### src/rtl/rv32_branch_predictor.sv
// Direct-mapped BTB with saturating direction counters for the 5-stage RV32 pipeline.
// Fetch gets a zero-latency next-PC guess; Execute trains the table and flags mispredicts.
module rv32_branch_predictor #(
  parameter int word_width   = 32,
  parameter int entries      = 16,
  parameter int counter_bits = 2,
  parameter int stat_width   = 32
) (
  input  logic                  clk,
  input  logic                  reset,
  input  logic [word_width-1:0] PCF,
  output logic                  PredTakenF,
  output logic [word_width-1:0] PredPCF,
  input  logic                  UpdateE,
  input  logic [word_width-1:0] PCE,
  input  logic                  TakenE,
  input  logic [word_width-1:0] TargetE,
  input  logic                  PredTakenE,
  input  logic [word_width-1:0] PredPCE,
  output logic                  MispredictE,
  output logic [word_width-1:0] RedirectPCE,
  input  logic                  Invalidate,
  output logic [stat_width-1:0] BranchCount,
  output logic [stat_width-1:0] MispredictCount
);

  localparam int idx_bits = $clog2(entries);
  localparam int tag_bits = word_width - idx_bits - 2;
  localparam logic [counter_bits-1:0] CTR_MAX = '1;
  localparam logic [counter_bits-1:0] CTR_WT  = counter_bits'(1 << (counter_bits - 1));
  localparam logic [counter_bits-1:0] CTR_WNT = counter_bits'((1 << (counter_bits - 1)) - 1);

  logic [entries-1:0]      r_valid;
  logic [tag_bits-1:0]     r_tag     [entries];
  logic [word_width-1:0]   r_target  [entries];
  logic [counter_bits-1:0] r_counter [entries];
  logic [stat_width-1:0]   r_branchCount;
  logic [stat_width-1:0]   r_mispredictCount;

  logic [idx_bits-1:0]     w_idxF;
  logic [tag_bits-1:0]     w_tagF;
  logic                    w_hitF;
  logic [idx_bits-1:0]     w_idxE;
  logic [tag_bits-1:0]     w_tagE;
  logic                    w_hitE;
  logic [counter_bits-1:0] w_ctrE;
  logic [counter_bits-1:0] w_ctrNext;
  logic                    w_unusedPcBits;

  // Instructions are word aligned, so the low PC bits never select anything.
  assign w_unusedPcBits = ^{PCF[1:0], PCE[1:0]};

  assign w_idxF     = PCF[idx_bits+1:2];
  assign w_tagF     = PCF[word_width-1:idx_bits+2];
  assign w_hitF     = r_valid[w_idxF] && (r_tag[w_idxF] == w_tagF);
  assign PredTakenF = w_hitF && r_counter[w_idxF][counter_bits-1];
  assign PredPCF    = PredTakenF ? r_target[w_idxF] : PCF + word_width'(4);

  assign w_idxE = PCE[idx_bits+1:2];
  assign w_tagE = PCE[word_width-1:idx_bits+2];
  assign w_hitE = r_valid[w_idxE] && (r_tag[w_idxE] == w_tagE);

  assign MispredictE = UpdateE && ((TakenE != PredTakenE) || (TakenE && (PredPCE != TargetE)));
  assign RedirectPCE = TakenE ? TargetE : PCE + word_width'(4);

  always_comb begin
    w_ctrE    = r_counter[w_idxE];
    w_ctrNext = w_ctrE;
    if (TakenE) begin
      if (w_ctrE != CTR_MAX) w_ctrNext = w_ctrE + counter_bits'(1);
    end else if (w_ctrE != '0) begin
      w_ctrNext = w_ctrE - counter_bits'(1);
    end
  end

  // Invalidate wins over a same-cycle update so fence.i never leaves a fresh entry behind.
  always_ff @(posedge clk or negedge reset) begin
    if (!reset) begin
      r_valid <= '0;
      for (int i = 0; i < entries; i++) begin
        r_tag[i]     <= '0;
        r_target[i]  <= '0;
        r_counter[i] <= CTR_WNT;
      end
    end else if (Invalidate) begin
      r_valid <= '0;
    end else if (UpdateE) begin
      if (w_hitE) begin
        r_counter[w_idxE] <= w_ctrNext;
        if (TakenE) r_target[w_idxE] <= TargetE;
      end else if (TakenE) begin
        r_valid[w_idxE]   <= 1'b1;
        r_tag[w_idxE]     <= w_tagE;
        r_target[w_idxE]  <= TargetE;
        r_counter[w_idxE] <= CTR_WT;
      end
    end
  end

  always_ff @(posedge clk or negedge reset) begin
    if (!reset) begin
      r_branchCount     <= '0;
      r_mispredictCount <= '0;
    end else begin
      if (UpdateE && (r_branchCount != '1))
        r_branchCount <= r_branchCount + stat_width'(1);
      if (MispredictE && (r_mispredictCount != '1))
        r_mispredictCount <= r_mispredictCount + stat_width'(1);
    end
  end

  assign BranchCount     = r_branchCount;
  assign MispredictCount = r_mispredictCount;

endmodule

### config.mk
export PLATFORM = sky130hd
export DESIGN_NAME = rv32_branch_predictor
export DESIGN_NICKNAME = d
export VERILOG_FILES = /design/src/rtl/rv32_branch_predictor.sv
export SDC_FILE = /design/constraint.sdc
export NUM_CORES = 2
export LEC_CHECK = 0
export BUFFER_PORTS_ARGS = -buffer_cell sky130_fd_sc_hd__buf_2
export CORE_ASPECT_RATIO = 1.5
export CORE_MARGIN = 4
export CORE_UTILIZATION = 58
export CTS_BUF_LIST = sky130_fd_sc_hd__clkbuf_8
export DETAILED_ROUTE_END_ITERATION = 7
export PLACE_DENSITY = 0.79
export SYNTH_ARGS = -nofsm -noshare
export SYNTH_HDL_FRONTEND = slang
export SYNTH_SLANG_ARGS = --single-unit
### constraint.sdc
create_clock -name clk -period 8.2 [get_ports clk]
set_input_delay 2.46 -clock clk [delete_from_list [all_inputs] [get_ports clk]]
set_output_delay 2.46 -clock clk [all_outputs]
set_load 0.005 [all_outputs]
==> Word level (Yosys, flattened, before mapping) <==
Cells that the tools add are included.
{ "totals": {"elab_cells": 138, "ff_bits": 1040} }
{ "classes": {"magnitude_cmp": 6, "bitwise_logic": 8, "eq_ne": 8, "muxes": 41, "n_addsub": 6, "reduce_logical": 18} }
{ "ops": {"columns": ["op", "count"], "rows": [
  ["$bwmux W512", 1],
  ["$bwmux W416", 1],
  ["$mux W32", 7],
  ["$bmux W26 S4", 2],
  ["$mux W26", 5],
  ["$bmux W32 S4", 1],
  ["$demux W32 S4", 1],
  ["$demux W26 S4", 1],
  ["$add A32 B1 Y32 const B", 2],
  ["$add A32 B3 Y32 const B", 2],
  ["$mux W16", 4],
  ["$ne A32 B32 Y1 const B", 2],
  ["$eq A26 B26 Y1", 2],
  ["$bwmux W32", 1],
  ["$ne A32 B32 Y1", 1],
  ["$or A16 B16 Y16", 2],
  ["$and A16 B16 Y16", 1],
  ["$bmux W2 S4", 2],
  ["$mux W2", 8],
  ["$not A16 Y16", 1],
  ["$ge A5 B5 Y1 const B", 2],
  ["$lt A4 B5 Y1 const B", 2],
  ["$not A4 Y5", 2],
  ["$logic_and A1 B1 Y1", 9],
  ["15 further kinds", 25]
]} }

==> Logic depth before layout (Yosys ltp) <==
{ "logic_depth": {"word_depth": 9, "depth_mapped": 17} }

==> Least setup slack after synthesis <==
Ideal clock, no wire load.
{ "synth_path": {"kind": "input-to-output", "from": "input PCF[2]", "to": "output PredPCF[0]", "slack_ps": -347, "path_buffers": 7, "path_stages": 10, "t_required_ps": 5740, "t_arrival_ps": 6087, "cell_sequence": "buf_2 buf_2 buf_2 clkbuf_1 buf_2 buf_1 buf_1 mux4_2 mux4_2 mux2_2"} }
{ "synth_between": {"elab_chain_cells": 8, "word_cells_on_any_way": 16, "classes_between": "1 x eq/ne; 12 x mux; 1 x bitwise; 2 x reduce/logical"} }
{ "synth_lines": {"columns": ["item", "line_no", "text"], "rows": [
  ["start, declared", "11", "input logic [word_width-1:0] PCF,"],
  ["$not A4 Y5 (not written as such)", "55, 56, 57", null],
  ["$bmux W26 S4", "55", "assign w_hitF = r_valid[w_idxF] && (r_tag[w_idxF] == w_tagF);"],
  ["$mux W26 (not written as such) (2 in a row)", "55", null],
  ["$eq A26 B26 Y1", "55", null],
  ["$logic_and A1 B1 Y1", "55", null],
  ["$logic_and A1 B1 Y1", "56", "assign PredTakenF = w_hitF && r_counter[w_idxF][counter_bits-1];"],
  ["$mux W32 *", "57", "assign PredPCF = PredTakenF ? r_target[w_idxF] : PCF + word_width'(4);"],
  ["end, declared", "13", "output logic [word_width-1:0] PredPCF,"]
]} }
Every way passes the cells marked *; elsewhere a longest branch is shown, timed or not. The select of a mux whose other input is x is not followed.

==> Worst setup path after layout <==
{ "layout_path": {"from": "input PCF[2]", "to": "output PredPCF[31]"} }
Same word-level chain as after synthesis.

==> out/results.tsv <==
metric	value	unit
outcome	finished with violations	
violated checks	setup timing	
Syn Nets	3948	
RSZ-0062 raised after global routing	yes	
most frequent cells in the layout	1024 x dfrtp_1, 770 x mux2_2, 341 x mux4_2, 242 x buf_2, 204 x mux2_4	
element type at the critical path start	input pin	
register share of total power	47.8	%
DR WL met2	79800	um
Finished Layout Cells	5430	
Cells after Synth	3807	
WS Path Type	in -> out	
Tot Pwr	13000	uW
DRT antenna net count	0	
Seq/Total Area, Yosys	47.5	%
I/O pin cnt	264	
area of the die	99700	um^2
logic gate share of total power	17.8	%
H-Tree Depth	4	
vias in the first global route	38500	
Sw Share	28.1	%
clock slew at reported path FFs	0.06	ns
Sink Count	1040	
Distinct cells, synth	77	
initial antenna violation count	12	
Yosys top cell area share	46.7	%
max cap viols	0	
Worst-Margin Slew	1.13	ns
layout cells sized above 1	49.7	%
cts bufs inserted	160	
drt drc	0	
Clk Latency, worst-skew pair	0.89	ns
clock power share	34.4	%
height of the die	385	um
CP Capture Type	output pin	
WL/cell	31.5	um
die width	259	um
via density per instance	6.76	
Synth area leader	dfrtp_1	
largest net degree at the start of global routing	167	
CTS tree	yes	
design area	61400	um^2
Fin. Hold Viols	0	
NumNets Final	4186	
Hold Path Class	reg -> reg	
Initial Util	58.7	%
total number of vias	36700	
PortBufs	263	
#FFs+latches synth	1040	
post-layout util	65.8	%
Post-synth ARST share	100	%
Relative slew margins	25.0	%
fillers	6612	
fmax	0.120	GHz
root buf cell	clkbuf_8	
CORE AREA	93400	um^2
Pint	9360	uW
Pre-Repair DR Iteration Count	7	
first-pass GRT wire length	251000	um
Layout Skew	0.0441	ns
clk buf depth	3	
period utilization	102	%
initial drt markers	3672	
Placement Setup Slack	-0.305	ns
Post-synth EDFFs	0	
Max FO, Critical Path	6	
commonest non-fill, non-tap cell in the layout	dfrtp_1	
Slew Limit Fails	0	
row count	137	
area delta synth->final	12.0	%
Critical Path RT	5.74	ns
CP arrival	5.90	ns
HPWL Detailed	109000	um
power density over cell area	212	nW/um^2
wl on met1	60500	um
Cell Area, Synth	54900	um^2
Routed Wire Length	171000	um
Tmin final	8.36	ns
Most used DFF post-synth	dfrtp_1	
final setup margin	-0.156	ns
met3 WL	18100	um
max layer used	met5	
Area contributors post-synth	dfrtp_1 47%, mux2_2 16%, mux4_2 14%	
Peak VDD IR	0.000206	V
P_sw	3660	uW
synthesized area per cell	14.4	um^2
GRT overflow	0	
YS warnings	0	
final setup fails	32	
LEAKAGE	0.0285	uW
Final GP Congestion	1.01	
Overall Global Routing Usage	34.4	%
placed cell count	5124	
Area after DPL	57600	um^2
## area by class of cell
class / count / area [um^2] / share of cell area (%)
Antenna cell: 9 / 22.5 / 0.0367
Clock buffer: 199 / 2740 / 4.46
Clock inverter: 88 / 568 / 0.924
Inverter: 44 / 168 / 0.273
Multi-Input combinational cell: 2369 / 27200 / 44.3
Sequential cell: 1040 / 26000 / 42.4
Tap cell: 1251 / 1570 / 2.55
Timing Repair Buffer: 430 / 3140 / 5.11
## state kept, by name (all words and copies together) (netlist names)
signal           count
BranchCount         32
MispredictCount     32
r_counter           32
r_tag              416
r_target           512
r_valid             16
## power by group through the flow
stage               registers [uW]  clock network [uW]  logic (uW)
floorplan                     6130                   0        1560
detailed placement            6290                   0        2260
CTS                           6200                4530        2280
global route                  6280                4760        2450
finish                        6230                4480        2320
global placement              6250                   0        2200
## per-layer routing
layer  track usage [%]  vias up
met1              42.1    19100
met3              11.2      661
met4              21.3        6
met5                 0        -
li1                  -    14700
met2              53.3     2251
## kinds of logic after synthesis
| logic type | Yosys count | synth area share (%) |
|---|---|---|
| buf+inv | 398 | 3.45 |
| compound gates | 278 | 3.46 |
| xor+xnor | 200 | 3.19 |
| simple gates | 439 | 4.42 |
| flops | 1040 | 47.5 |
| mux | 1443 | 37.8 |
| fa+ha+maj | 9 | 0.196 |
## worst paths after layout
check | startpoint | end | slack, ns | depth (start not counted)
worst max-delay path | PCF[2] | PredPCF[31] | -0.16 | 14
worst min-delay path | MispredictCount[21] | MispredictCount[21] | 0.49 | 1
worst max register to register | r_tag[349] | r_counter[0] | 3.86 | 8
worst min register to register | MispredictCount[21] | MispredictCount[21] | 0.49 | 1
max in group asynchronous | reset | r_target[271] | 4.99 | 3
min in group asynchronous | reset | r_tag[224] | 1.64 | 1
## cells in the mapped netlist, types with 20 or more instances
| cell type | instances |
|---|---|
| buf_1 | 40 |
| nand2_1 | 127 |
| buf_2 | 47 |
| nor4_1 | 21 |
| o21ai_0 | 82 |
| mux2_4 | 190 |
| nand4_1 | 25 |
| dfrtp_1 | 1024 |
| a21oi_1 | 21 |
| a21o_1 | 20 |
| a22oi_1 | 35 |
| nand3_1 | 71 |
| xnor2_1 | 114 |
| xor2_1 | 86 |
| mux2i_1 | 122 |
| inv_1 | 41 |
| mux2_2 | 784 |
| and3_1 | 27 |
| clkbuf_1 | 227 |
| nor3_1 | 25 |
| nor2_1 | 49 |
| mux4_2 | 341 |
## what timing repair did
action	CTS	global route
cloned	3	1
endpoints found under the setup margin	32	33
buffers inserted	6	1
pin swaps	4	3
resized for setup	33	41
hold buffers	0	0
## per-stage QoR
| step | hold slack, ns | TNS [ns] |
|---|---|---|
| global placement | 0.473 | -8.05 |
| detailed placement | 0.477 | -9.33 |
| CTS | 0.492 | -0.258 |
| finish | 0.488 | -3.26 |
| global route | 0.506 | -5.30 |
| floorplan | 0.466 | 0 |
## worst max-delay path, cell delays in order
cell	delay [ns]
bufbuf_16	0.26
mux4_2	0.51
mux2i_2	0.17
xnor2_1	0.15
a2111oi_2	0.35
buf_4	0.18
and3_4	0.19
a21oi_4	0.05
or4_4	0.46
nor3_4	0.19
buf_6	0.23
buf_12	0.18
mux2_2	0.36
buf_2	0.13
Power figures use the tool's default switching activity.
